`config.mk`:
```
export PLATFORM = sky130hd
export DESIGN_NAME = vga_timing
export DESIGN_NICKNAME = d
export VERILOG_FILES = /design/src/rtl/vga_timing.sv
export SDC_FILE = /design/constraint.sdc
export NUM_CORES = 1
export LEC_CHECK = 0
export ABC_AREA = 1
export BUFFER_PORTS_ARGS = -buffer_cell sky130_fd_sc_hd__clkbuf_2
export CORE_UTILIZATION = 35
export DETAILED_ROUTE_END_ITERATION = 8
export PLACE_DENSITY = 0.54
export SYNTH_ARGS = -nofsm -noshare
export SYNTH_HDL_FRONTEND = slang
export SYNTH_SLANG_ARGS = --single-unit
```
`constraint.sdc`:
```
create_clock -name i_clk -period 2.3 [get_ports i_clk]
set_input_delay 0.345 -clock i_clk [delete_from_list [all_inputs] [get_ports i_clk]]
set_output_delay 0.345 -clock i_clk [all_outputs]
set_load 0.005 [all_outputs]
```
`src/rtl/vga_timing.sv`:
```
// vga_timing: parametrised raster timing generator with an internal pixel-clock-enable divider.
// Every output is a flop; region decodes are registered from the next-count value.
module vga_timing #(
  parameter int CLK_DIV  = 2,
  parameter int H_ACTIVE = 640,
  parameter int H_FP     = 16,
  parameter int H_SYNC   = 96,
  parameter int H_BP     = 48,
  parameter int V_ACTIVE = 480,
  parameter int V_FP     = 10,
  parameter int V_SYNC   = 2,
  parameter int V_BP     = 33,
  parameter bit HS_POL   = 1'b0,
  parameter bit VS_POL   = 1'b0,
  parameter int CW       = 12,
  parameter int FW       = 8
) (
  input  logic          i_clk,
  input  logic          i_rst,
  input  logic          i_en,
  output logic          o_pix_en,
  output logic          o_hsync,
  output logic          o_vsync,
  output logic          o_hblank,
  output logic          o_vblank,
  output logic          o_de,
  output logic [CW-1:0] o_x,
  output logic [CW-1:0] o_y,
  output logic          o_line_start,
  output logic          o_frame_start,
  output logic [FW-1:0] o_frame
);

  localparam int H_TOTAL = H_ACTIVE + H_FP + H_SYNC + H_BP;
  localparam int V_TOTAL = V_ACTIVE + V_FP + V_SYNC + V_BP;
  localparam int DCW     = (CLK_DIV > 1) ? $clog2(CLK_DIV) : 1;

  localparam logic [DCW-1:0] DC_LAST  = DCW'(CLK_DIV - 1);
  localparam logic [CW-1:0]  H_LAST   = CW'(H_TOTAL - 1);
  localparam logic [CW-1:0]  V_LAST   = CW'(V_TOTAL - 1);
  localparam logic [CW-1:0]  H_ACT_C  = CW'(H_ACTIVE);
  localparam logic [CW-1:0]  HS_START = CW'(H_ACTIVE + H_FP);
  localparam logic [CW-1:0]  HS_END   = CW'(H_ACTIVE + H_FP + H_SYNC);
  localparam logic [CW-1:0]  V_ACT_C  = CW'(V_ACTIVE);
  localparam logic [CW-1:0]  VS_START = CW'(V_ACTIVE + V_FP);
  localparam logic [CW-1:0]  VS_END   = CW'(V_ACTIVE + V_FP + V_SYNC);

  logic [DCW-1:0] dc_q, dc_d;
  logic           pend_q, pend_d;
  logic           pix_en_q, pix_en_d;
  logic [CW-1:0]  x_q, x_d, y_q, y_d;
  logic [FW-1:0]  frame_q, frame_d;
  logic           hsync_q, hsync_d, vsync_q, vsync_d;
  logic           hblank_q, hblank_d, vblank_q, vblank_d, de_q, de_d;
  logic           line_start_q, line_start_d, frame_start_q, frame_start_d;
  logic           tick;

  // A strobe leaves a pending advance that is consumed on the next enabled edge,
  // so a stall landing on a strobe cycle neither loses nor duplicates a pixel.
  always_comb begin
    tick          = (dc_q == DC_LAST);
    dc_d          = dc_q;
    pend_d        = pend_q;
    pix_en_d      = 1'b0;
    x_d           = x_q;
    y_d           = y_q;
    frame_d       = frame_q;
    line_start_d  = 1'b0;
    frame_start_d = 1'b0;
    if (i_en) begin
      dc_d     = tick ? '0 : dc_q + 1'b1;
      pend_d   = tick;
      pix_en_d = tick;
      if (pend_q) begin
        if (x_q == H_LAST) begin
          x_d          = '0;
          line_start_d = 1'b1;
          if (y_q == V_LAST) begin
            y_d           = '0;
            frame_start_d = 1'b1;
            frame_d       = frame_q + 1'b1;
          end else begin
            y_d = y_q + 1'b1;
          end
        end else begin
          x_d = x_q + 1'b1;
        end
      end
    end
  end

  always_comb begin
    hblank_d = (x_d >= H_ACT_C);
    vblank_d = (y_d >= V_ACT_C);
    de_d     = ~hblank_d & ~vblank_d;
    hsync_d  = ((x_d >= HS_START) && (x_d < HS_END)) ? HS_POL : ~HS_POL;
    vsync_d  = ((y_d >= VS_START) && (y_d < VS_END)) ? VS_POL : ~VS_POL;
  end

  always_ff @(posedge i_clk or posedge i_rst) begin
    if (i_rst) begin
      dc_q          <= '0;
      pend_q        <= 1'b0;
      pix_en_q      <= 1'b0;
      x_q           <= '0;
      y_q           <= '0;
      frame_q       <= '0;
      hsync_q       <= ~HS_POL;
      vsync_q       <= ~VS_POL;
      hblank_q      <= 1'b0;
      vblank_q      <= 1'b0;
      de_q          <= 1'b1;
      line_start_q  <= 1'b0;
      frame_start_q <= 1'b0;
    end else begin
      dc_q          <= dc_d;
      pend_q        <= pend_d;
      pix_en_q      <= pix_en_d;
      x_q           <= x_d;
      y_q           <= y_d;
      frame_q       <= frame_d;
      hsync_q       <= hsync_d;
      vsync_q       <= vsync_d;
      hblank_q      <= hblank_d;
      vblank_q      <= vblank_d;
      de_q          <= de_d;
      line_start_q  <= line_start_d;
      frame_start_q <= frame_start_d;
    end
  end

  assign o_pix_en      = pix_en_q;
  assign o_hsync       = hsync_q;
  assign o_vsync       = vsync_q;
  assign o_hblank      = hblank_q;
  assign o_vblank      = vblank_q;
  assign o_de          = de_q;
  assign o_x           = x_q;
  assign o_y           = y_q;
  assign o_line_start  = line_start_q;
  assign o_frame_start = frame_start_q;
  assign o_frame       = frame_q;

endmodule

```
# Yosys cells after proc, flatten, opt, wreduce, memory -nomap -nowiden

Cells that the tools add are included.

Bits in latches: 0
ROM bits: 0
Memories: 0
Word-level logic and storage cells: 49
Memory bits (writable): 0
Input bits: 3
Register bits after elaboration: 42

Mux-type cells: 18
Bitwise gates (word level): 3
$lt $le $gt $ge: 6
Reductions and logical operators: 3
Add/subtract/negate cells: 4
Eq/ne operators: 2
Multipliers: 0
Div/mod/pow operators: 0
Shift operators: 0

Operator list:

| operator                | count |
|---|---|
| $mux W12                | 7 |
| $add A12 B1 Y12 const B | 2 |
| $eq A12 B10 Y1 const B  | 2 |
| $ge A12 B10 Y1 const B  | 2 |
| $ge A12 B9 Y1 const B   | 2 |
| $lt A12 B10 Y1 const B  | 1 |
| $lt A12 B9 Y1 const B   | 1 |
| $mux W1                 | 11 |
| $add A8 B1 Y8 const B   | 1 |
| $reduce_and A4 Y1       | 1 |
| $logic_and A1 B1 Y1     | 2 |
| $not A1 Y1              | 2 |
| $add A1 B1 Y1 const B   | 1 |
| $and A1 B1 Y1           | 1 |

# Longest topological paths before layout

Gate-level depths: netlist of the first run.

Depth in word-level cells: 8
Mapped depth: 13
Gate-level depth less buffers: 13

# Least setup slack after synthesis of the first run

No wires, ideal clock.

Path type: register -> register
Start point: reg x_q[0] (netlist: o_x[0])
End point: reg frame_q[7] (netlist: o_frame[7])
Path slack: 588 ps
Cell stages (with the launch flop): 12
Setup time: 123 ps
Path buffers: 0
Data arrival time: 1589 ps
Clock period less this slack: 1712 ps
Path through: dfrtp_1 -> ha_1 -> inv_1 -> nor2_2 -> nand3_2 -> nor2_8 -> nand2_4 -> nor2_4 -> nand3_2 -> nor2_4 -> nand3_2 -> xnor2_1

Longest elaborated chain between the ends: 2

Ends and longest elaborated chain:

| element                     | line | text |
|---|---|---|
| from (decl)                 | 51   | `logic [CW-1:0] x_q, x_d, y_q, y_d;` |
| from (signal assigned)      | 105  | `x_q <= '0;` |
| from (signal assigned)      | 119  | `x_q <= x_d;` |
| $eq A12 B10 Y1              | 75   | `if (x_q == H_LAST) begin` |
| $reduce_and A4 Y1 (no line) | -    |  |
| to (signal assigned)        | 121  | `frame_q <= frame_d;` |
| to (decl)                   | 52   | `logic [FW-1:0] frame_q, frame_d;` |

Every way passes these cells.
A chain may end at the register's enable or synchronous reset.

# Worst setup path in the final report of the first run

Start point: reg x_q[0] (netlist: o_x[0])
End point: reg de_q (netlist: o_de)

Longest elaborated chain between the ends: 7

Ends and longest elaborated chain:

| element                                           | line   | text |
|---|---|---|
| $add A12 B1 Y12 or $eq A12 B10 Y1 (tied branches) | 86, 75 |  |
| $mux W12                                          | 75     |  |
| $mux W12                                          | 74     | `if (pend_q) begin` |
| $mux W12 (*)                                      | 70     | `if (i_en) begin` |
| $ge A12 B10 Y1 (*)                                | 93     | `hblank_d = (x_d >= H_ACT_C);` |
| net hblank_d                                      | 54     | `logic hblank_q, hblank_d, vblank_q, vblank_d, de_q, de_d;` |
| $not A1 Y1 (*)                                    | 95     | `de_d = ~hblank_d & ~vblank_d;` |
| $and A1 B1 Y1 (*)                                 | 95     |  |
| net de_d                                          | 54     |  |
| to (signal assigned)                              | 112    | `de_q <= 1'b1;` |
| to (signal assigned)                              | 126    | `de_q <= de_d;` |
| to (decl)                                         | 54     |  |

The timed path passes the listed nets; every way through them passes the cells marked *.

==> flow_summary_export.csv, run 1 <==
group,metric,value,unit
outcome,status,"completed",
worst_setup_path,arrival,2170,ps
placement,portBuffers,42,
layout,fillers,734,
sta,finalCritPeriodShare,0.837,
clock_network,h-tree-depth,2,
clock_network,worstSkewPairLatency,300,ps
floorplanning,die_h,86.3,µm
routing,wl_per_cell,12.6,µm
clock_network,cts_hold_buf,0,
clock_network,cts_buffer_depth,2,
floorplanning,chipWidth,86.3,µm
worst_setup_path,worstPathRequired,2540,ps
global_route,overflow,0,
layout,fin_util,0.429,
worst_setup_path,cp_common_cell,"nand2_1",
clock_network,ctsResizeCount,0,
layout,drive_gt1_frac,0.290,
logic_synthesis,synth-seq-cells,42,
routing,antenna_left,0,
routing,drcViolationCount,0,
floorplanning,dieArea,7440,µm²
global_route,grt_start_max_net_pins,26,
logic_synthesis,syn_avg_cell_area,8.17,µm²
logic_synthesis,seq_area_frac_synth,0.424,
sta,fin_setup_tns,0,ps
routing,vias,2017,
floorplanning,io_pins,43,
logic_synthesis,synth_top_family_by_area,"simple AND/OR/NAND/NOR gates",
global_route,antenna_found_initial,0,
clock_network,clk_pin_slew,90,ps
floorplanning,placementRows,30,
placement,hpwlAfterDp,4.49,mm
worst_setup_path,worstSetupEndpointType,"register",
logic_synthesis,synthAdderAreaFrac,0.0201,
sta,setup_viol,0,
logic_synthesis,synthXorXnorAreaFrac,0.0388,
logic_synthesis,synthFlopType,"dfrtp_1",
sta,skew,11.3,ps
sta,slew_headroom,0.404,
routing,vias_per_cell,4.47,
layout,diodes,0,
logic_synthesis,synthTopCellsByArea,"dfrtp_1, nand2_1, inv_1, nand3_1, nor2_1",
worst_setup_path,start_kind,"register",
logic_synthesis,yosys_warnings,0,
worst_setup_path,cp_cell_sequence,"ha_1, inv_1, nor3_2, nand2_1, nor2_1, xnor2_1, nand2_1, nand2_1, nand3_2, nor2_2",
logic_synthesis,synth-edff-count,0,
floorplanning,start_util,0.364,
worst_setup_path,r2r_start,"o_x[0]",
power,p_leak,1.51,nW
worst_setup_path,cp_slowest_cell,"dfrtp_1",
layout,finalNetCount,361,
worst_setup_path,cpPeakStageDelay,430,ps
routing,postRouteWirelength,5.67,mm
logic_synthesis,synth_cells,304,
logic_synthesis,yosys.area_share.simple,0.380,
layout,area.growth.synth_to_final,17.8,%
logic_synthesis,synthDistinctLibCells,34,
sta,rsz0062_at_grt,"no",
logic_synthesis,synth_top_cell_area_share,0.393,
routing,first_pass_iters,4,
worst_setup_path,cp-startpoint,"o_x[0]",
clock_network,cts-buffers-inserted,5,
global_route,grt_pass1_wl,9.65,mm
logic_synthesis,synthArstFlopShare,1.00,
logic_synthesis,synth.net_count,311,
logic_synthesis,synth_top_area_cell,"dfrtp_1",
run,drv_cap,0,
clock_network,cts-root-buf,"clkbuf_8",
worst_setup_path,crit_type,"reg2reg",
layout,regArea,1050,µm²
power,vdd_drop_max,0.000255,V
clock_network,cts_sinks,42,
hold_path,hold_class,"in2async",
sta,post-route-min-period,1920,ps
layout,multi_input_area,1190,µm²
logic_synthesis,synth_most_common_cell,"nand2_1",
sta,worst_slew_pin_slew,889,ps
logic_synthesis,syn-cell-area,2480,µm²
global_route,grt.total_usage,0.169,
worst_setup_path,path_max_fanout,5,
sta,hold_viol_final,0,
sta,fmax,520,MHz
clock_network,cts_tree,"yes",
floorplanning,core,6830,µm²
global_route,first_global_vias,2020,
placement,place_congestion,0.881,
logic_synthesis,synth.top_cells.by_count,"nand2_1, inv_1, dfrtp_1",
logic_synthesis,muxShareOfSynthArea,0,
logic_synthesis,synth_compound_area_frac,0.0418,
clock_network,cts_setup_buffers,0,
power,power.density,698,nW/µm²
sta,maxSlewViolCount,0,
routing,dr.first_iter.drc_count,84,
[sequential cells by signal (all words and copies together), names as in the netlist]
| register | cells |
|---|---|
| o_vblank | 1 |
| o_hsync | 1 |
| dc_q | 1 |
| o_vsync | 1 |
| o_x | 12 |
| pend_q | 1 |
| o_line_start | 1 |
| o_frame_start | 1 |
| o_de | 1 |
| o_hblank | 1 |
| o_frame | 8 |
| o_pix_en | 1 |
| o_y | 12 |
[worst max-delay path, delay by kind of cell, from the launching register on]
kind                     cells  cell delay (ps)
flip-flops                   1              430
adder cells (fa/ha/maj)      1              240
XOR/XNOR                     1              190
AND/OR/NAND/NOR              7              900
buffers and inverters        1              100
[power breakdown]
part	total (W)	internal (W)	switching, W
Sequential	0.000935	0.000835	0.000100
Combinational	0.000524	0.000186	0.000338
Clock	0.000585	0.000325	0.000260
[final timing paths]
check	to	slack, ps	cells past startpoint
max	o_de	380	10
min	o_frame[2]	100	2
max reg2reg	o_de	380	10
min reg2reg	o_frame[7]	480	1
max in group asynchronous	o_hsync	1540	3
min in group i_clk	pend_q	360	2
[layer usage]
metal  part of all wire  routed length (µm)  GRT usage  up-vias
met3              0.040                 226     0.0324        6
li1                   -                   -          -     1046
met1               0.48                2710      0.225      929
met2               0.47                2660      0.279       36
met5                  0                   0          0        -
met4              0.013                  72     0.0545        0
[stage by stage]
step / hold WS, ps / setup slack (ps) / std cells / instance area, µm² / power [W]
detailed placement: 457 / 381 / 443 / 2820 / 0.00148
global placement: 447 / 377 / 443 / 2820 / 0.00148
CTS: 132 / 361 / 451 / 2930 / 0.00207
global route: 168 / 133 / 451 / 2930 / 0.00219
finish: 103 / 376 / 451 / 2930 / 0.00204
floorplan: 453 / 588 / 304 / 2480 / 0.00129
[cell usage in the layout, fill, tap and decap left out, types with 6 or more instances in the layout]
cell	count
xor2_1	7
nor2_4	9
dfrtp_1	39
nor2_1	31
clkbuf_2	42
nand2_1	57
inv_1	52
nor3_1	6
nand3_2	6
nand3_1	27
nor2_2	6
nand2_2	11
nand4_1	9
[area by class of cell]
type	instances	area share
flip-flops and latches	42	0.360
inverters	58	0.0748
multi-input cells	202	0.408
clock inverters	1	0.0103
repair buffers	45	0.0795
well taps	96	0.0410
clock buffers	7	0.0261
[cells by family after synthesis]
family / Yosys count
AND/OR/NAND/NOR: 172
AO/OA/AOI/OAI: 15
flip-flops: 42
XOR/XNOR: 11
adder cells (fa/ha/maj): 4
buffers and inverters: 60
No activity file was read; power rests on OpenSTA's default activity.
==> inputs of run 2 (changes only) <==
--- a/config.mk
+++ b/config.mk
@@ -5,11 +5,11 @@
 export SDC_FILE = /design/constraint.sdc
 export NUM_CORES = 1
 export LEC_CHECK = 0
-export ABC_AREA = 1
+export ABC_AREA = 0
 export BUFFER_PORTS_ARGS = -buffer_cell sky130_fd_sc_hd__clkbuf_2
 export CORE_UTILIZATION = 35
 export DETAILED_ROUTE_END_ITERATION = 8
-export PLACE_DENSITY = 0.54
+export PLACE_DENSITY = 0.57
 export SYNTH_ARGS = -nofsm -noshare
 export SYNTH_HDL_FRONTEND = slang
 export SYNTH_SLANG_ARGS = --single-unit
==> constraint.sdc (replaced) <==
create_clock -name i_clk -period 1.6 [get_ports i_clk]
set_input_delay 0.24 -clock i_clk [delete_from_list [all_inputs] [get_ports i_clk]]
set_output_delay 0.24 -clock i_clk [all_outputs]
set_load 0.005 [all_outputs]
==> run 2 against run 1 <==
  * The flow now finishes with violations (setup timing)
  * Clock skew down 8.6 ps
  * Die area down 11%
  * Hold slack improved by 200 ps
  * Critical path type unchanged
  * Critical endpoint is now o_vsync
  * Largest power group unchanged
==> flow_summary_export.csv, run 2 <==
group,metric,value,unit
layout,finalNetCount,346,
routing,postRouteWirelength,5.60,mm
floorplanning,dieArea,6610,µm²
placement,hpwlAfterDp,4.22,mm
global_route,grt_pass1_wl,8.89,mm
worst_setup_path,ff2ff_path_depth,8,
floorplanning,die_h,81.3,µm
sta,rsz0062_at_grt,"yes",
run,drv_cap,0,
layout,fin_cells,415,
sta,finalCritPeriodShare,1.49,
hold_path,holdPathStages,3,
worst_setup_path,arrival,2600,ps
sta,worst_slew_pin_slew,362,ps
routing,first_pass_iters,4,
routing,antenna_left,0,
routing,vias,2088,
sta,setup_slack,-791,ps
sta,fin_setup_tns,-15470,ps
sta,setup_viol,33,
worst_setup_path,start_kind,"register",
routing,vias_per_cell,5.03,
global_route,overflow,0,
hold_path,hold_class,"in2reg",
worst_setup_path,cpPeakStageDelay,500,ps
global_route,grt.total_usage,0.178,
sta,maxSlewViolCount,0,
power,vdd_drop_max,0.000683,V
clock_network,cts-root-buf,"clkbuf_8",
power,fin_total_pwr,0.00242,W
global_route,grt_start_max_net_pins,28,
worst_setup_path,cp_slowest_cell,"or4_4",
logic_synthesis,synth-seq-cells,42,
worst_setup_path,worstSetupEndpointType,"register",
clock_network,cts_buffer_depth,2,
layout,layout_common_cells,"buf_4, clkbuf_2, dfrtp_1, nand2_1, xnor2_1",
placement,placed_cells,394,
routing,wl_per_cell,13.5,µm
clock_network,cts_sinks,42,
layout,area.growth.synth_to_final,53.8,%
logic_synthesis,synth_most_common_cell,"dfrtp_1",
layout,final_common_cell,"buf_4",
layout,fillers,529,
logic_synthesis,yosys_warnings,0,
clock_network,h-tree-depth,2,
logic_synthesis,synthArstFlopShare,1.00,
logic_synthesis,synth_top_area_cell,"dfrtp_1",
sta,hold_viol_final,0,
outcome,violations,"setup timing",
sta,slew_headroom,0.757,
logic_synthesis,syn-cell-area,2200,µm²
clock_network,worstSkewPairLatency,290,ps
sta,post-route-min-period,2390,ps
clock_network,cts-buffers-inserted,5,
logic_synthesis,synthDistinctLibCells,50,
sta,whs,302,ps
placement,dp_slack,-785,ps
floorplanning,start_util,0.367,
logic_synthesis,synth.top_cells.by_count,"dfrtp_1, nand2_1, xnor2_1",
logic_synthesis,synth_cells,217,
worst_setup_path,critPathTopFamily,"simple AND/OR/NAND/NOR gates",
sta,fmax,418,MHz
worst_setup_path,worstPathRequired,1810,ps
logic_synthesis,seq_area_frac_synth,0.479,
global_route,first_global_vias,1872,
placement,portBuffers,42,
power,power.density,714,nW/µm²
placement,place_congestion,0.806,
logic_synthesis,synthTopCellsByArea,"dfrtp_1, xnor2_1, nand2_1, dfstp_2, xor2_1",
logic_synthesis,synthFlopType,"dfrtp_1",
global_route,antenna_found_initial,0,
power,p_leak,1.75,nW
floorplanning,placementRows,28,
layout,diodes,0,
clock_network,clk_pin_slew,80,ps
worst_setup_path,cp_cell_sequence,"ha_2, or4b_4, or4_4, clkinv_8, and2_4, nand2_4, o22ai_2, or4b_1",
routing,dr.first_iter.drc_count,80,
layout,drive_gt1_frac,0.503,
floorplanning,core,5990,µm²
logic_synthesis,synth-edff-count,0,
sta,skew,2.71,ps
floorplanning,chipWidth,81.3,µm
worst_setup_path,critPathBufInv,1,
logic_synthesis,synth.net_count,224,
worst_setup_path,crit_type,"reg2reg",
routing,drcViolationCount,0,
clock_network,cts_tree,"yes",
outcome,status,"finished, violations left",
worst_setup_path,path_max_fanout,4,
logic_synthesis,syn_avg_cell_area,10.1,µm²
floorplanning,io_pins,43,
logic_synthesis,synth_top_cell_area_share,0.443,
worst_setup_path,cp.depth,8,
==> run 2: cell type report <==
cell class / count / area (µm²) / area share
Tap cell: 75 / 93.8 / 0.0277
Timing Repair Buffer: 122 / 862 / 0.255
Inverter: 9 / 46.3 / 0.0137
Sequential cell: 42 / 1050 / 0.312
Clock buffer: 7 / 86.3 / 0.0255
Multi-Input combinational cell: 159 / 1240 / 0.365
Clock inverter: 1 / 5.00 / 0.00148
==> run 2: worst register-to-register path: stages (launching register included) <==
cell and delay (ps):
dfrtp_1 360, ha_2 180, or4b_4 480, or4_4 500, clkinv_8 70, and2_4 150
nand2_4 50, o22ai_2 70, or4b_1 440
==> run 2: power breakdown <==
part / internal (W) / total, W / switching (W) / leakage [nW]
clock: 0.000348 / 0.000701 / 0.000352 / 0.0482
combinational: 0.000267 / 0.000496 / 0.000229 / 1.16
sequential: 0.00115 / 0.00122 / 0.0000697 / 0.543
==> run 2: path summary, 6_finish.rpt <==
path | startpoint | to | slack, ps
max | o_x[1] | o_vsync | -790
min | i_en | dc_q | 300
min reg2reg | o_frame[7] | o_frame[7] | 470
min in group asynchronous | i_rst | o_frame_start | 490
max reg2reg | o_x[1] | o_vsync | -790
max in group asynchronous | i_rst | o_vsync | 740
==> run 2: cell families (layout without fill, tap and decap cells) <==
group / Yosys count / after routing / share of synthesized area
AOI/OAI and AO/OA: 30 / 30 / 0.0932
buffers and inverters: 16 / 139 / 0.0387
adders and majority gates: 4 / 4 / 0.0227
and+or+nand+nor: 98 / 98 / 0.258
muxes: 1 / 1 / 0.00512
DFF: 42 / 42 / 0.479
xor gates and xnor gates: 26 / 26 / 0.103
==> run 2: stage by stage <==
| stage | util | cell area (µm²) |
|---|---|---|
| global placement | 0.496 | 2970 |
| CTS | 0.536 | 3210 |
| finish | 0.565 | 3380 |
| detailed placement | 0.496 | 2970 |
| global route | 0.565 | 3380 |
| floorplan | - | 2200 |
==> run 2: what timing repair did <==
| item | in CTS | in global routing |
|---|---|---|
| pin swaps | 5 | 13 |
| hold endpoints to repair | 15 | 0 |
| hold buffers | 1 | 0 |
| endpoints found under the setup margin | 35 | 36 |
| setup buffers | 7 | 9 |
| gates resized for setup | 20 | 36 |
==> run 2: layer usage <==
layer,GRT usage,wire length (µm),vias up
met5,0,0,-
met4,0.0375,67,0
met3,0.0371,240,8
met2,0.288,2780,56
met1,0.244,2510,1013
li1,-,-,1011
==> inputs of run 3 (changes only) <==
--- a/config.mk
+++ b/config.mk
@@ -7,9 +7,9 @@
 export LEC_CHECK = 0
 export ABC_AREA = 0
 export BUFFER_PORTS_ARGS = -buffer_cell sky130_fd_sc_hd__clkbuf_2
-export CORE_UTILIZATION = 35
+export CORE_UTILIZATION = 38
 export DETAILED_ROUTE_END_ITERATION = 8
-export PLACE_DENSITY = 0.57
+export PLACE_DENSITY = 0.61
 export SYNTH_ARGS = -nofsm -noshare
 export SYNTH_HDL_FRONTEND = slang
 export SYNTH_SLANG_ARGS = --single-unit
==> run 3 against run 2 <==
  * The flow still finishes with violations (setup timing)
  * Clock skew increased by 6.0 ps
  * Clock power decreased by 1%
  * Non-clock buffer count increased by 5
  * Utilization is 3.6 points higher
  * Clock-buffer cell count shrank 1
  * Sequential power hardly changed
  * Total power decreased by 0.72%
  * Hold slack worse by 240 ps
  * Sequential share of layout area grew 0.54 points
  * Critical path type unchanged
  * Critical endpoint unchanged
==> flow_summary_export.csv, run 3 (synthesis results as in run 2) <==
group,metric,value,unit
placement,hpwlAfterDp,4.15,mm
floorplanning,chipWidth,78.1,µm
clock_network,cts_sinks,42,
routing,vias_per_cell,4.95,
global_route,antenna_found_initial,0,
outcome,violations,"setup timing",
power,power.density,721,nW/µm²
routing,postRouteWirelength,5.75,mm
worst_setup_path,cp_cell_sequence,"ha_2, or4b_4, or4_4, clkinv_8, and2_4, nand2_2, o22ai_2, or4b_1",
global_route,grt.total_usage,0.199,
clock_network,cts_buffer_depth,2,
worst_setup_path,ff2ff_path_depth,8,
clock_network,h-tree-depth,2,
layout,fin_util,0.600,
floorplanning,dieArea,6100,µm²
clock_network,worstSkewPairLatency,300,ps
floorplanning,die_h,78.1,µm
run,drv_cap,0,
worst_setup_path,start_kind,"register",
floorplanning,start_util,0.397,
power,fin_total_pwr,0.00240,W
power,vdd_drop_max,0.000583,V
floorplanning,placementRows,27,
routing,first_pass_iters,4,
sta,maxSlewViolCount,0,
layout,area.growth.synth_to_final,51.2,%
routing,vias,2054,
worst_setup_path,worstSetupEndpointType,"register",
worst_setup_path,arrival,2620,ps
worst_setup_path,cpPeakStageDelay,490,ps
sta,slew_headroom,0.630,
routing,wl_per_cell,13.8,µm
layout,drive_gt1_frac,0.481,
worst_setup_path,crit_type,"reg2reg",
power,p_leak,1.70,nW
global_route,first_global_vias,1934,
clock_network,cts_tree,"yes",
sta,finalCritPeriodShare,1.51,
routing,drcViolationCount,0,
sta,setup_viol,32,
sta,fmax,415,MHz
clock_network,cts-root-buf,"clkbuf_8",
clock_network,clk_pin_slew,80,ps
clock_network,cts_hold_buf,0,
layout,layout_common_cells,"buf_4, clkbuf_2, dfrtp_1, nand2_1, xnor2_1",
layout,finalNetCount,351,
floorplanning,core,5540,µm²
global_route,grt_pass1_wl,9.45,mm
worst_setup_path,path_max_fanout,4,
global_route,grt_start_max_net_pins,43,
placement,place_congestion,0.841,
global_route,overflow,0,
routing,antenna_left,0,
sta,setup_slack,-809,ps
sta,skew,8.70,ps
outcome,status,"finished, violations left",
floorplanning,io_pins,43,
worst_setup_path,cp_slowest_cell,"or4b_4",
layout,diodes,0,
sta,worst_slew_pin_slew,555,ps
routing,dr.first_iter.drc_count,87,
sta,post-route-min-period,2410,ps
clock_network,cts-buffers-inserted,5,
layout,final_common_cell,"buf_4",
sta,hold_viol_final,0,
placement,portBuffers,42,
worst_setup_path,worstPathRequired,1810,ps
sta,rsz0062_at_grt,"yes",
hold_path,hold_class,"in2async",
## run 3: cell count changes in the layout (fill, tap and decap cells not counted), sizes merged
cell         delta
clkinv          -2
clkbuf          -1
buf             +6
inv             +1
dlygate4sd3     -1
## run 3: area by class of cell
class                           count  area (µm²)
Clock buffer                        6        82.6
Fill cell                         503        2210
Inverter                            9        46.3
Multi-Input combinational cell    159        1160
Sequential cell                    42        1050
Tap cell                           72        90.1
Timing Repair Buffer              127         893
## run 3: where the power goes
group          internal (W)  leakage [nW]  total, W  switching [W]
Combinational      0.000260          1.12  0.000486       0.000226
Clock              0.000333        0.0431  0.000691       0.000358
Sequential          0.00115         0.543   0.00122      0.0000716
## run 3: path summary, 6_finish.rpt
path,startpoint,end,slack (ps)
min in group i_clk,i_en,dc_q,290
worst max register to register,o_x[0],o_vsync,-810
worst min-delay path,i_rst,o_y[2],60
worst max-delay path,o_x[0],o_vsync,-810
worst min register to register,o_frame[7],o_frame[7],470
max in group asynchronous,i_rst,o_de,1160
## run 3: critical path: cells and delay by family, from the launching register on
family                     cells  cell delay [ps]
and+or+nand+nor                5             1620
adders and majority gates      1              180
buffers and inverters          1               70
AOI/OAI and AO/OA              1              100
DFF                            1              360
## run 3: what timing repair did
item                       4_1_cts  5_1_grt
gates resized for setup         18       17
hold endpoints to repair         0        0
setup buffers                    7        8
pin swaps                        6        3
setup endpoints to repair       35       35
## run 3: layer usage
metal,wire [µm],GRT usage,vias up
met1,2640,0.261,990
met4,61,0.0444,0
li1,-,-,1014
met3,194,0.0442,7
met2,2850,0.334,43
met5,0,0,-
## run 3: stage by stage
stage	cells	hold WS (ps)	setup slack [ps]	instance area (µm²)	TNS, ps
3_3_place_gp	394	391	-735	2990	-11360
3_5_place_dp	394	397	-789	2990	-12810
4_1_cts	407	77.3	-790	3200	-13300
2_1_floorplan	217	447	-893	2200	-12360
6_report	415	57.4	-809	3330	-14430
5_1_grt	415	107	-883	3330	-17520
